`src/rtl/conv_t2d_pkg.sv`:
```
// Shared types and elaboration helpers for the transposed-2D-conv tap scheduler.
package conv_t2d_pkg;

    localparam int CMD_ADDR_W = 16;
    localparam int OFS_W      = 32;

    typedef enum logic [1:0] {
        IDLE,
        RUN,
        DONE
    } state_t;

    typedef struct packed {
        logic [CMD_ADDR_W-1:0] in_addr;
        logic [CMD_ADDR_W-1:0] w_addr;
        logic [CMD_ADDR_W-1:0] out_addr;
        logic                  zero;
        logic                  first;
        logic                  last;
    } cmd_t;

    function automatic int out_dim(input int in_sz, input int stride, input int pad,
                                   input int dil, input int k, input int opad);
        return (in_sz - 1) * stride - 2 * pad + dil * (k - 1) + opad + 1;
    endfunction

    function automatic bit is_pow2(input int v);
        return (v == 1) || (v == 2) || (v == 4) || (v == 8);
    endfunction

endpackage

```
`src/rtl/conv_t2d_axis_decode.sv`:
```
// Maps one axis tap offset n = o + PAD - k*DIL to its validity and input index.
// The scaled offset lets the caller obtain index*ROW_PITCH with the same shift.
module conv_t2d_axis_decode
    import conv_t2d_pkg::*;
#(
    parameter int STRIDE = 1,
    parameter int IN_SZ  = 1,
    parameter int ADDR_W = 16
) (
    input  logic signed [OFS_W-1:0] i_ofs,
    input  logic signed [OFS_W-1:0] i_scaled,
    output logic                    o_valid,
    output logic [ADDR_W-1:0]       o_idx
);

    localparam int                      SHIFT = $clog2(STRIDE);
    localparam logic signed [OFS_W-1:0] MASK  = OFS_W'(STRIDE - 1);
    localparam logic signed [OFS_W-1:0] BOUND = OFS_W'(IN_SZ);

    logic signed [OFS_W-1:0] w_div;

    // Stride is a power of two, so mod/div reduce to a mask and an arithmetic shift.
    always_comb begin
        w_div   = i_ofs >>> SHIFT;
        o_valid = !i_ofs[OFS_W-1] && ((i_ofs & MASK) == '0) && (w_div < BOUND);
        o_idx   = ADDR_W'(i_scaled >>> SHIFT);
    end

endmodule

```
`src/rtl/conv_transposed_2d_tap_scheduler.sv`:
```
// Loop sequencer for the transposed-conv MAC datapath: one command beat per
// (oc,oh,ow,ic,kh,kw), addresses built from running counters and strides.
module conv_transposed_2d_tap_scheduler
    import conv_t2d_pkg::*;
#(
    parameter int IN_H     = 2,
    parameter int IN_W     = 3,
    parameter int C_IN     = 1,
    parameter int C_OUT    = 1,
    parameter int KH       = 2,
    parameter int KW       = 3,
    parameter int STRIDE_H = 2,
    parameter int STRIDE_W = 1,
    parameter int PAD_H    = 0,
    parameter int PAD_W    = 0,
    parameter int DIL_H    = 1,
    parameter int DIL_W    = 1,
    parameter int OPAD_H   = 0,
    parameter int OPAD_W   = 0,
    parameter int ADDR_W   = 16
) (
    input  logic              i_clk,
    input  logic              i_rst,
    input  logic              i_start,
    input  logic              i_abort,
    output logic              o_busy,
    output logic              o_done,
    output logic              o_cmd_valid,
    input  logic              i_cmd_ready,
    output logic [ADDR_W-1:0] o_cmd_in_addr,
    output logic [ADDR_W-1:0] o_cmd_w_addr,
    output logic [ADDR_W-1:0] o_cmd_out_addr,
    output logic              o_cmd_zero,
    output logic              o_cmd_first,
    output logic              o_cmd_last
);

    localparam int     OH        = out_dim(IN_H, STRIDE_H, PAD_H, DIL_H, KH, OPAD_H);
    localparam int     OW        = out_dim(IN_W, STRIDE_W, PAD_W, DIL_W, KW, OPAD_W);
    localparam longint ADDR_SPAN = longint'(1) << ADDR_W;

    if (!is_pow2(STRIDE_H) || !is_pow2(STRIDE_W)) begin : g_bad_stride
        $error("stride must be 1, 2, 4 or 8");
    end
    if (!(OPAD_H < STRIDE_H || OPAD_H < DIL_H) || !(OPAD_W < STRIDE_W || OPAD_W < DIL_W)) begin : g_bad_opad
        $error("output padding must be smaller than stride or dilation");
    end
    if (ADDR_W != CMD_ADDR_W) begin : g_bad_addr_w
        $error("ADDR_W must match the command struct address width");
    end
    if (longint'(C_IN) * IN_H * IN_W > ADDR_SPAN || longint'(C_IN) * C_OUT * KH * KW > ADDR_SPAN ||
        longint'(C_OUT) * OH * OW > ADDR_SPAN) begin : g_bad_size
        $error("tensor does not fit in ADDR_W address space");
    end

    localparam logic [ADDR_W-1:0] ONE        = ADDR_W'(1);
    localparam logic [ADDR_W-1:0] KW_MAX     = ADDR_W'(KW - 1);
    localparam logic [ADDR_W-1:0] KH_MAX     = ADDR_W'(KH - 1);
    localparam logic [ADDR_W-1:0] IC_MAX     = ADDR_W'(C_IN - 1);
    localparam logic [ADDR_W-1:0] OW_MAX     = ADDR_W'(OW - 1);
    localparam logic [ADDR_W-1:0] OH_MAX     = ADDR_W'(OH - 1);
    localparam logic [ADDR_W-1:0] OC_MAX     = ADDR_W'(C_OUT - 1);
    localparam logic [ADDR_W-1:0] W_OC_STEP  = ADDR_W'(KH * KW);
    localparam logic [ADDR_W-1:0] W_IC_STEP  = ADDR_W'(C_OUT * KH * KW);
    localparam logic [ADDR_W-1:0] IN_IC_STEP = ADDR_W'(IN_H * IN_W);
    localparam logic [OFS_W-1:0]  NH0        = OFS_W'(PAD_H);
    localparam logic [OFS_W-1:0]  AH0        = OFS_W'(PAD_H * IN_W);
    localparam logic [OFS_W-1:0]  AH_OH_STEP = OFS_W'(IN_W);
    localparam logic [OFS_W-1:0]  AH_K_STEP  = OFS_W'(DIL_H * IN_W);
    localparam logic [OFS_W-1:0]  NH_K_STEP  = OFS_W'(DIL_H);
    localparam logic [OFS_W-1:0]  NW0        = OFS_W'(PAD_W);
    localparam logic [OFS_W-1:0]  NW_K_STEP  = OFS_W'(DIL_W);

    // ah tracks nh*IN_W so that an exactly divisible offset yields ih*IN_W by shifting.
    typedef struct packed {
        logic [ADDR_W-1:0] oc, oh, ow, ic, kh, kw;
        logic [ADDR_W-1:0] out_addr, w_oc, w_ic, w_k, in_ic;
        logic [OFS_W-1:0]  nh_base, nh, ah_base, ah, nw_base, nw;
    } loop_t;

    localparam loop_t LOOP_INIT = '{oc: '0, oh: '0, ow: '0, ic: '0, kh: '0, kw: '0,
                                    out_addr: '0, w_oc: '0, w_ic: '0, w_k: '0, in_ic: '0,
                                    nh_base: NH0, nh: NH0, ah_base: AH0, ah: AH0,
                                    nw_base: NW0, nw: NW0};

    state_t            r_state, w_state_nxt;
    loop_t             r_loop, w_nxt;
    cmd_t              r_cmd, w_cmd;
    logic              w_c_kw, w_c_kh, w_c_ic, w_c_ow, w_c_oh, w_c_oc;
    logic              w_fire, w_final, w_start;
    logic              w_valid_h, w_valid_w;
    logic [ADDR_W-1:0] w_row, w_col;

    assign w_c_kw  = r_loop.kw == KW_MAX;
    assign w_c_kh  = w_c_kw && (r_loop.kh == KH_MAX);
    assign w_c_ic  = w_c_kh && (r_loop.ic == IC_MAX);
    assign w_c_ow  = w_c_ic && (r_loop.ow == OW_MAX);
    assign w_c_oh  = w_c_ow && (r_loop.oh == OH_MAX);
    assign w_c_oc  = w_c_oh && (r_loop.oc == OC_MAX);
    assign w_fire  = (r_state == RUN) && i_cmd_ready;
    assign w_final = w_fire && w_c_oc;
    assign w_start = (r_state == IDLE) && i_start && !i_abort;

    always_ff @(posedge i_clk) begin
        if (i_rst) r_state <= IDLE;
        else       r_state <= w_state_nxt;
    end

    always_comb begin
        w_state_nxt = r_state;
        o_busy      = 1'b0;
        o_done      = 1'b0;
        o_cmd_valid = 1'b0;
        case (r_state)
            IDLE: if (w_start) w_state_nxt = RUN;
            RUN: begin
                o_busy      = 1'b1;
                o_cmd_valid = 1'b1;
                if (i_abort)      w_state_nxt = IDLE;
                else if (w_final) w_state_nxt = DONE;
            end
            DONE: begin
                o_busy      = 1'b1;
                o_done      = 1'b1;
                w_state_nxt = IDLE;
            end
            default: w_state_nxt = IDLE;
        endcase
    end

    // Each counter wraps at its bound and carries outward in the same cycle.
    always_comb begin
        w_nxt = r_loop;
        if (w_fire) begin
            w_nxt.kw  = w_c_kw ? '0 : r_loop.kw + ONE;
            w_nxt.w_k = w_c_kh ? '0 : r_loop.w_k + ONE;
            if (w_c_kw) w_nxt.kh = w_c_kh ? '0 : r_loop.kh + ONE;
            if (w_c_kh) begin
                w_nxt.ic    = w_c_ic ? '0 : r_loop.ic + ONE;
                w_nxt.w_ic  = w_c_ic ? '0 : r_loop.w_ic + W_IC_STEP;
                w_nxt.in_ic = w_c_ic ? '0 : r_loop.in_ic + IN_IC_STEP;
            end
            if (w_c_ic) begin
                w_nxt.ow       = w_c_ow ? '0 : r_loop.ow + ONE;
                w_nxt.out_addr = r_loop.out_addr + ONE;
                w_nxt.nw_base  = w_c_ow ? NW0 : r_loop.nw_base + OFS_W'(1);
            end
            if (w_c_ow) begin
                w_nxt.oh      = w_c_oh ? '0 : r_loop.oh + ONE;
                w_nxt.nh_base = w_c_oh ? NH0 : r_loop.nh_base + OFS_W'(1);
                w_nxt.ah_base = w_c_oh ? AH0 : r_loop.ah_base + AH_OH_STEP;
            end
            if (w_c_oh) begin
                w_nxt.oc   = r_loop.oc + ONE;
                w_nxt.w_oc = r_loop.w_oc + W_OC_STEP;
            end
            w_nxt.nw = w_c_kw ? w_nxt.nw_base : r_loop.nw - NW_K_STEP;
            if (w_c_kw) begin
                w_nxt.nh = w_c_kh ? w_nxt.nh_base : r_loop.nh - NH_K_STEP;
                w_nxt.ah = w_c_kh ? w_nxt.ah_base : r_loop.ah - AH_K_STEP;
            end
        end
    end

    conv_t2d_axis_decode #(.STRIDE(STRIDE_H), .IN_SZ(IN_H), .ADDR_W(ADDR_W)) u_dec_h (
        .i_ofs    (w_nxt.nh),
        .i_scaled (w_nxt.ah),
        .o_valid  (w_valid_h),
        .o_idx    (w_row)
    );

    conv_t2d_axis_decode #(.STRIDE(STRIDE_W), .IN_SZ(IN_W), .ADDR_W(ADDR_W)) u_dec_w (
        .i_ofs    (w_nxt.nw),
        .i_scaled (w_nxt.nw),
        .o_valid  (w_valid_w),
        .o_idx    (w_col)
    );

    always_comb begin
        w_cmd          = '0;
        w_cmd.zero     = !(w_valid_h && w_valid_w);
        w_cmd.in_addr  = w_cmd.zero ? '0 : w_nxt.in_ic + w_row + w_col;
        w_cmd.w_addr   = w_nxt.w_oc + w_nxt.w_ic + w_nxt.w_k;
        w_cmd.out_addr = w_nxt.out_addr;
        w_cmd.first    = (w_nxt.ic == '0) && (w_nxt.kh == '0) && (w_nxt.kw == '0);
        w_cmd.last     = (w_nxt.ic == IC_MAX) && (w_nxt.kh == KH_MAX) && (w_nxt.kw == KW_MAX);
    end

    // Counters sit at the first beat whenever no pass is running, so start needs no extra load path.
    always_ff @(posedge i_clk) begin
        if (i_rst || i_abort || (r_state != RUN) || w_final) r_loop <= LOOP_INIT;
        else if (w_fire)                                     r_loop <= w_nxt;
    end

    always_ff @(posedge i_clk) begin
        if (i_rst || i_abort || w_final) r_cmd <= '0;
        else if (w_start || w_fire)      r_cmd <= w_cmd;
    end

    assign o_cmd_in_addr  = r_cmd.in_addr;
    assign o_cmd_w_addr   = r_cmd.w_addr;
    assign o_cmd_out_addr = r_cmd.out_addr;
    assign o_cmd_zero     = r_cmd.zero;
    assign o_cmd_first    = r_cmd.first;
    assign o_cmd_last     = r_cmd.last;

endmodule
```
`config.mk`:
```
export PLATFORM = sky130hd
export DESIGN_NAME = conv_transposed_2d_tap_scheduler
export DESIGN_NICKNAME = d
export VERILOG_FILES = /design/src/rtl/conv_t2d_pkg.sv /design/src/rtl/conv_t2d_axis_decode.sv /design/src/rtl/conv_transposed_2d_tap_scheduler.sv
export SDC_FILE = /design/constraint.sdc
export NUM_CORES = 1
export LEC_CHECK = 0
export CAP_MARGIN = 15
export CORE_ASPECT_RATIO = 1.2
export CORE_UTILIZATION = 60
export CTS_CLUSTER_DIAMETER = 100
export DETAILED_ROUTE_END_ITERATION = 10
export PLACE_DENSITY = 0.83
export SLEW_MARGIN = 20
export SYNTH_ARGS = -nofsm -noshare
export SYNTH_HDL_FRONTEND = slang
export SYNTH_SLANG_ARGS = --single-unit
```
`constraint.sdc`:
```
create_clock -name i_clk -period 12.5 [get_ports i_clk]
set_input_delay 2.5 -clock i_clk [delete_from_list [all_inputs] [get_ports i_clk]]
set_output_delay 2.5 -clock i_clk [all_outputs]
set_load 0.1 [all_outputs]
```
==> run_summary.xml, run 1 <==
<?xml version="1.0" encoding="UTF-8"?>
<metrics>
  <group name="clock_network">
    <metric name="post_cts_resize_count" unit="">0</metric>
    <metric name="cts_tree" unit="">built</metric>
    <metric name="cts.sink_count" unit="">390</metric>
    <metric name="ctsHtreeMaxLevel" unit="">2</metric>
    <metric name="cts_setup_buffers" unit="">0</metric>
    <metric name="root_buf_cell" unit="">clkbuf_16</metric>
    <metric name="cts_made_buffers" unit="">43</metric>
    <metric name="cts-hold-fix-buffers" unit="">0</metric>
    <metric name="clock_latency" unit="ns">0.59</metric>
    <metric name="clk_path_buf_depth" unit="">3</metric>
    <metric name="cts.clk_slew.worst_paths" unit="ns">0.06</metric>
  </group>
  <group name="die">
    <metric name="pin_count" unit="">59</metric>
    <metric name="std_cell_rows" unit="">78</metric>
    <metric name="die_height" unit="um">218</metric>
    <metric name="die_x" unit="um">182</metric>
    <metric name="initial_core_util" unit="">0.614</metric>
    <metric name="core_region_area" unit="um2">38200</metric>
    <metric name="total_die_area" unit="um2">39800</metric>
  </group>
  <group name="setup_path">
    <metric name="critical_path.startpoint" unit="">i_cmd_ready</metric>
    <metric name="worstReg2RegStart" unit="">r_loop[283]</metric>
    <metric name="rr_worst_depth" unit="">23</metric>
    <metric name="worst_setup_path_type" unit="">primary input to flip-flop</metric>
    <metric name="critical_path_peak_fanout" unit="">44</metric>
    <metric name="setup.worst_path.end_class" unit="">flip-flop</metric>
    <metric name="setup.reg_to_reg.worst_slack" unit="ns">4.94</metric>
    <metric name="r2r_end" unit="">o_cmd_in_addr[15]</metric>
    <metric name="worst_ep_required_time" unit="ns">13.02</metric>
    <metric name="critPathArrivalTime" unit="ns">8.87</metric>
    <metric name="timing.critical_path.from_type" unit="">primary input</metric>
  </group>
  <group name="layout">
    <metric name="final_layout_size_suffix_gt1_frac" unit="">0.0611</metric>
    <metric name="ff_latch_area" unit="um2">7810</metric>
    <metric name="fin_cells" unit="">3583</metric>
    <metric name="multi_input_comb_area" unit="um2">14600</metric>
    <metric name="fin_nets" unit="">3119</metric>
    <metric name="synthToLayoutAreaGrowth" unit="%">10.5</metric>
    <metric name="final.fill_count" unit="">3152</metric>
  </group>
  <group name="synth">
    <metric name="synthTopCellsByArea" unit="">dfxtp_1 33%, nor2_1 7.0%, nand2_1 5.2%</metric>
    <metric name="yosysMostFrequentCell" unit="">nor2_1</metric>
    <metric name="async_flop_share" unit="">0</metric>
    <metric name="synth-warning-count" unit="">0</metric>
    <metric name="synthesis.area" unit="um2">23400</metric>
    <metric name="ys_seq_area_frac" unit="">0.333</metric>
    <metric name="postSynthCellCount" unit="">3053</metric>
    <metric name="syn_avg_cell_area" unit="um2">7.67</metric>
    <metric name="mappedNetlistNets" unit="">3143</metric>
    <metric name="flops_latches_synth" unit="">390</metric>
    <metric name="netlist.top_cell.by_area" unit="">dfxtp_1</metric>
    <metric name="yosysUniqueCellTypes" unit="">90</metric>
    <metric name="synthFlopType" unit="">dfxtp_1</metric>
    <metric name="yosysTopAreaCellShare" unit="">0.333</metric>
    <metric name="synth.cells.most_frequent" unit="">435 x nor2_1, 390 x dfxtp_1, 324 x nand2_1, 211 x a21oi_1, 152 x o21ai_0</metric>
    <metric name="synth-edff-count" unit="">0</metric>
  </group>
  <group name="placement">
    <metric name="dp.cells" unit="">3504</metric>
    <metric name="pre_cts_ws" unit="ns">3.78</metric>
    <metric name="place.detailed.hpwl" unit="um">52100</metric>
    <metric name="placement.io_buffers" unit="">58</metric>
    <metric name="gpl.final_weighted_congestion" unit="">1.01</metric>
  </group>
  <group name="timing">
    <metric name="time_the_final_worst_path_needs_with_i_o_delays_and_setup" unit="ns">8.35</metric>
    <metric name="share_of_the_clock_period_used_by_the_worst_path" unit="">0.668</metric>
    <metric name="slew_headroom" unit="">0.272</metric>
    <metric name="finalSetupViolations" unit="">0</metric>
    <metric name="rsz0062_at_grt" unit="">false</metric>
    <metric name="fin_ws" unit="ns">4.15</metric>
    <metric name="hold-worst-slack" unit="ns">0.450</metric>
    <metric name="clock-skew-final" unit="ns">0.0264</metric>
    <metric name="finalHoldViolations" unit="">0</metric>
    <metric name="final-max-slew-violation-count" unit="">0</metric>
    <metric name="fin_setup_tns" unit="ns">0</metric>
    <metric name="max_clock_freq" unit="MHz">120</metric>
    <metric name="tightestPinTransition" unit="ns">1.08</metric>
  </group>
  <group name="global_route">
    <metric name="top_usage_layer" unit="">met2</metric>
    <metric name="groute.layer.met2.usage" unit="">0.622</metric>
    <metric name="overflow" unit="">0</metric>
    <metric name="grt_util_met1" unit="">0.436</metric>
    <metric name="grt_antenna_before_repair" unit="">1</metric>
    <metric name="grt_max_degree" unit="">81</metric>
    <metric name="globalRouteTotalUtil" unit="">0.376</metric>
    <metric name="grtUsageMet3" unit="">0.0622</metric>
    <metric name="grt_first_pass_wirelength" unit="um">118000</metric>
    <metric name="number_of_global_route_vias_before_repair" unit="">22400</metric>
  </group>
  <group name="job">
    <metric name="max-cap-violations" unit="">0</metric>
  </group>
  <group name="worst_hold_path">
    <metric name="hold_path_depth" unit="">2</metric>
    <metric name="worst_hold_path.endpoint" unit="">o_cmd_w_addr[0]</metric>
    <metric name="holdCritStartpoint" unit="">o_cmd_w_addr[0]</metric>
    <metric name="hold_class" unit="">flip-flop to flip-flop</metric>
  </group>
  <group name="drt">
    <metric name="drt_pass1_iterations" unit="">6</metric>
    <metric name="drtAntennaViolNets" unit="">0</metric>
    <metric name="detailroute.via_count" unit="">23300</metric>
    <metric name="drc" unit="">0</metric>
    <metric name="routed_via_density" unit="">6.51</metric>
    <metric name="drt_first_iter_violations" unit="">2696</metric>
    <metric name="drt-wirelength-per-cell" unit="um">21.0</metric>
    <metric name="totalWireLength" unit="um">75100</metric>
  </group>
  <group name="power_and_ir_drop">
    <metric name="post-layout-total-power" unit="mW">2.79</metric>
    <metric name="pwr_density_cell" unit="nW/um2">108</metric>
    <metric name="peakVddDrop" unit="mV">0.124</metric>
    <metric name="static-leakage-power" unit="nW">9.08</metric>
  </group>
  <group name="outcome">
    <metric name="status" unit="">finished, final reports clean</metric>
  </group>
</metrics>
==> power breakdown <==
group | total (mW) | leakage [nW] | internal (mW) | switching (mW)
clock | 1.42 | 0.773 | 0.874 | 0.549
sequential | 1.25 | 3.14 | 1.25 | 0.00225
combinational | 0.119 | 5.17 | 0.0302 | 0.0890
total | 2.79 | 9.08 | 2.15 | 0.640
==> stage by stage <==
step / utilization / cell area, um2
after CTS: 0.678 / 25900
final: 0.678 / 25900
after global placement: 0.636 / 24300
after floorplan: - / 23400
after global routing: 0.678 / 25900
after detailed placement: 0.636 / 24300
==> cell usage in the layout (no fill, tap or decap), drive strengths merged, types with 13 or more instances in the layout <==
| cell | count |
|---|---|
| nor2 | 440 |
| dfxtp | 390 |
| nand2 | 325 |
| a21oi | 212 |
| o21ai | 158 |
| nor3 | 152 |
| nand3 | 121 |
| xor2 | 119 |
| xnor2 | 113 |
| inv | 99 |
| nand4 | 84 |
| nor4 | 62 |
| clkdlybuf4s50 | 58 |
| clkbuf | 56 |
| ha | 54 |
| or3 | 52 |
| and3 | 49 |
| buf | 44 |
| and2 | 36 |
| a211oi | 34 |
| fa | 31 |
| and4 | 25 |
| a31oi | 25 |
| nor2b | 25 |
| or4 | 22 |
| a22oi | 20 |
| a22o | 20 |
| o22ai | 15 |
| o211ai | 13 |
| o31ai | 13 |
==> worst max-delay path, stage by stage <==
cell             delay (ns)
clkdlybuf4s50_1        0.46
buf_4                  0.34
nand2_2                0.19
buf_4                  0.38
nor3_4                 0.55
buf_4                  0.50
nand2_1                0.39
nor2_1                 0.30
xor2_1                 0.26
fa_1                   0.46
ha_1                   0.33
nor2b_1                0.15
o21ai_0                0.21
a21boi_0               0.18
o21ai_0                0.25
a22oi_1                0.13
a41o_1                 0.28
o41a_1                 0.35
a31oi_1                0.22
xnor2_1                0.15
nand2_1                0.07
a21oi_1                0.15
==> sequential cells by signal, indices dropped and copies added (netlist names) <==
register and cells:
o_cmd_zero 1, o_cmd_out_addr 16, o_cmd_w_addr 16, o_cmd_first 1, r_state 2, r_loop 337, o_cmd_in_addr 16, o_cmd_last 1
==> area by class of cell <==
class                      instances  share of cell area
multi-input combinational       2395               0.563
sequential                       390               0.302
clock buffer                      56              0.0470
timing repair buffer             102              0.0352
tap                              520              0.0252
inverter                          97              0.0141
clock inverter                    22              0.0139
antenna                            1           0.0000967
==> worst max path at each step <==
| stage | end | slack [ns] |
|---|---|---|
| finish | o_cmd_w_addr[15] | 4.15 |
| CTS | o_cmd_w_addr[15] | 4.31 |
| detailed placement | o_cmd_w_addr[14] | 3.78 |
| floorplan | o_cmd_in_addr[15] | 5.02 |
| global route | o_cmd_w_addr[15] | 3.76 |
| global placement | o_cmd_w_addr[14] | 3.92 |
==> cell families (layout without fill, tap and decap cells) <==
family | count (synthesis) | in the layout | share of synthesized area
other | 0 | 1 | 0
xor gates and xnor gates | 233 | 233 | 0.0878
buffers and inverters | 268 | 277 | 0.0467
muxes | 12 | 12 | 0.00518
and+or+nand+nor | 1464 | 1464 | 0.315
adders and majority gates | 85 | 85 | 0.0554
AOI/OAI and AO/OA | 601 | 601 | 0.157
DFF | 390 | 390 | 0.333
==> per-layer routing <==
metal / share of wire / wire length [um] / up-vias
met4: 0.077 / 5750 / 0
met1: 0.37 / 28100 / 11000
li1: - / - / 10700
met5: 0 / 0 / -
met3: 0.088 / 6650 / 319
met2: 0.46 / 34600 / 1242
Note: power is estimated with default switching activity, not from simulation.
==> inputs of run 2 (changes only) <==
==> constraint.sdc (replaced) <==
create_clock -name i_clk -period 7.9 [get_ports i_clk]
set_input_delay 1.58 -clock i_clk [delete_from_list [all_inputs] [get_ports i_clk]]
set_output_delay 1.58 -clock i_clk [all_outputs]
set_load 0.1 [all_outputs]
==> run 2 against run 1 <==
Compared with the run above: count of clock-buffer cells in the layout up 3; global-route usage rose by 0.72 points; first-iteration DRC count down 12%; critical path depth grew 4; sequential power up 58%; final area shrank 0.10%; sequential cell count stayed put; power rose by 53%; sequential share of layout area about the same; register-to-register slack got worse by 3.7 ns; largest power group unchanged.
==> run_summary.xml, run 2 (synthesized netlist as in run 1, its figures left out) <==
<?xml version="1.0" encoding="UTF-8"?>
<metrics>
  <group name="drt">
    <metric name="detailroute.via_count" unit="">23400</metric>
    <metric name="totalWireLength" unit="um">77200</metric>
    <metric name="drt_first_iter_violations" unit="">2360</metric>
    <metric name="drc" unit="">0</metric>
    <metric name="drt-wirelength-per-cell" unit="um">21.5</metric>
    <metric name="drtAntennaViolNets" unit="">0</metric>
    <metric name="drt_pass1_iterations" unit="">8</metric>
    <metric name="routed_via_density" unit="">6.51</metric>
  </group>
  <group name="setup_path">
    <metric name="family_with_the_most_delay_on_the_worst_path" unit="">compound AO/OA/AOI/OAI gates</metric>
    <metric name="crit_path_top_delay_cell" unit="">and4_1</metric>
    <metric name="worstReg2RegStart" unit="">r_loop[304]</metric>
    <metric name="setup.reg_to_reg.worst_slack" unit="ns">1.20</metric>
    <metric name="critPathArrivalTime" unit="ns">7.18</metric>
    <metric name="critical-path-max-stage-delay" unit="ns">0.51</metric>
    <metric name="rr_worst_depth" unit="">26</metric>
    <metric name="critical_path_peak_fanout" unit="">13</metric>
    <metric name="timing.critical_path.buf_inv" unit="">3</metric>
    <metric name="worst_setup_path_type" unit="">flip-flop to flip-flop</metric>
    <metric name="timing.critical_path.from_type" unit="">flip-flop</metric>
    <metric name="worst_ep_required_time" unit="ns">8.38</metric>
    <metric name="setup.worst_path.end_class" unit="">flip-flop</metric>
    <metric name="critical_path.startpoint" unit="">r_loop[304]</metric>
    <metric name="r2r_end" unit="">o_cmd_in_addr[15]</metric>
  </group>
  <group name="timing">
    <metric name="finalHoldViolations" unit="">0</metric>
    <metric name="max_clock_freq" unit="MHz">149</metric>
    <metric name="time_the_final_worst_path_needs_with_i_o_delays_and_setup" unit="ns">6.70</metric>
    <metric name="hold-worst-slack" unit="ns">0.453</metric>
    <metric name="rsz0062_at_grt" unit="">false</metric>
    <metric name="share_of_the_clock_period_used_by_the_worst_path" unit="">0.848</metric>
    <metric name="final-max-slew-violation-count" unit="">0</metric>
    <metric name="slew_headroom" unit="">0.256</metric>
    <metric name="finalSetupViolations" unit="">0</metric>
    <metric name="tightestPinTransition" unit="ns">1.11</metric>
    <metric name="fin_setup_tns" unit="ns">0</metric>
    <metric name="clock-skew-final" unit="ns">0.0160</metric>
  </group>
  <group name="layout">
    <metric name="final.fill_count" unit="">3203</metric>
    <metric name="largest_reg_flops" unit="">337</metric>
    <metric name="synthToLayoutAreaGrowth" unit="%">10.4</metric>
    <metric name="final_layout_size_suffix_gt1_frac" unit="">0.0638</metric>
    <metric name="commonest_cells_after_routing_fill_and_taps_aside" unit="">432 x nor2_1, 390 x dfxtp_1, 323 x nand2_1</metric>
    <metric name="layout.cells.most_common" unit="">nor2_1</metric>
    <metric name="utilization" unit="">0.677</metric>
    <metric name="num_antenna_cells" unit="">0</metric>
    <metric name="fin_nets" unit="">3133</metric>
    <metric name="largest_register" unit="">r_loop</metric>
  </group>
  <group name="global_route">
    <metric name="grt_max_degree" unit="">127</metric>
    <metric name="overflow" unit="">0</metric>
    <metric name="grt_first_pass_wirelength" unit="um">120000</metric>
    <metric name="globalRouteTotalUtil" unit="">0.383</metric>
    <metric name="number_of_global_route_vias_before_repair" unit="">22500</metric>
    <metric name="grt_antenna_before_repair" unit="">1</metric>
  </group>
  <group name="worst_hold_path">
    <metric name="worst_hold_path.endpoint" unit="">o_cmd_w_addr[10]</metric>
    <metric name="holdCritStartpoint" unit="">o_cmd_w_addr[10]</metric>
    <metric name="hold_path_depth" unit="">2</metric>
    <metric name="hold_class" unit="">flip-flop to flip-flop</metric>
  </group>
  <group name="clock_network">
    <metric name="cts_made_buffers" unit="">43</metric>
    <metric name="clk_path_buf_depth" unit="">3</metric>
    <metric name="post_cts_resize_count" unit="">0</metric>
    <metric name="root_buf_cell" unit="">clkbuf_16</metric>
    <metric name="clock_latency" unit="ns">0.60</metric>
    <metric name="cts.clk_slew.worst_paths" unit="ns">0.06</metric>
    <metric name="cts_setup_buffers" unit="">0</metric>
    <metric name="cts-hold-fix-buffers" unit="">0</metric>
    <metric name="cts.sink_count" unit="">390</metric>
    <metric name="ctsHtreeMaxLevel" unit="">2</metric>
    <metric name="cts_tree" unit="">built</metric>
  </group>
  <group name="job">
    <metric name="max-cap-violations" unit="">0</metric>
  </group>
  <group name="die">
    <metric name="initial_core_util" unit="">0.614</metric>
    <metric name="core_region_area" unit="um2">38200</metric>
    <metric name="die_x" unit="um">182</metric>
    <metric name="die_height" unit="um">218</metric>
    <metric name="total_die_area" unit="um2">39800</metric>
    <metric name="pin_count" unit="">59</metric>
    <metric name="std_cell_rows" unit="">78</metric>
  </group>
  <group name="power_and_ir_drop">
    <metric name="static-leakage-power" unit="nW">9.09</metric>
    <metric name="pwr_density_cell" unit="nW/um2">165</metric>
    <metric name="post-layout-total-power" unit="mW">4.26</metric>
    <metric name="peakVddDrop" unit="mV">0.184</metric>
  </group>
  <group name="placement">
    <metric name="gpl.final_weighted_congestion" unit="">1.01</metric>
    <metric name="placement.io_buffers" unit="">58</metric>
    <metric name="place.detailed.hpwl" unit="um">53900</metric>
  </group>
  <group name="outcome">
    <metric name="status" unit="">finished, final reports clean</metric>
  </group>
</metrics>
-- run 2: cell types whose count changed in the layout (fill, tap and decap cells not counted), sizes merged --
cell,previous run,this run
buf,44,58
bufinv,9,4
clkbuf,56,59
clkinvlp,2,0
diode,1,0
inv,99,100
-- run 2: metrics by stage --
step | setup WS, ns | std cells | cell area, um2
after floorplan | 1.34 | 3053 | 23400
after global placement | 0.994 | 3518 | 24400
after detailed placement | 0.881 | 3518 | 24400
after CTS | 1.40 | 3593 | 25800
after global routing | 0.877 | 3593 | 25800
final | 1.20 | 3593 | 25800
-- run 2: layout make-up --
| type | instances | area [um2] | area share |
|---|---|---|---|
| Tap cell | 520 | 651 | 0.0252 |
| Clock inverter | 16 | 214 | 0.00828 |
| Sequential cell | 390 | 7810 | 0.302 |
| Clock buffer | 59 | 1230 | 0.0475 |
| Timing Repair Buffer | 116 | 1030 | 0.0398 |
| Multi-Input combinational cell | 2395 | 14500 | 0.563 |
| Inverter | 97 | 364 | 0.0141 |
-- run 2: routing by layer --
layer | track usage | routed length (um)
met5 | 0 | 13
met4 | 0.285 | 5890
met3 | 0.0858 | 7220
met2 | 0.634 | 35600
met1 | 0.432 | 28500
-- run 2: how the worst max path moves through the flow --
stage                                    to  depth (start not counted)  slack [ns]
after floorplan           o_cmd_in_addr[15]                         24        1.34
after global placement    o_cmd_in_addr[15]                         20        0.99
after detailed placement  o_cmd_in_addr[15]                         20        0.88
after CTS                 o_cmd_in_addr[15]                         26        1.40
after global routing      o_cmd_in_addr[15]                         26        0.88
final                     o_cmd_in_addr[15]                         26        1.20
-- run 2: worst min-delay path: stages, from the launching register on --
cell	delay [ns]
dfxtp_1	0.31
nand2_1	0.05
a21oi_1	0.05
-- run 2: report_power, final --
group          switching, mW  leakage [nW]  internal, mW  total [mW]
Clock                  0.874         0.719          1.22        2.10
Sequential           0.00373          3.14          1.97        1.98
Combinational          0.141          5.23        0.0487       0.190
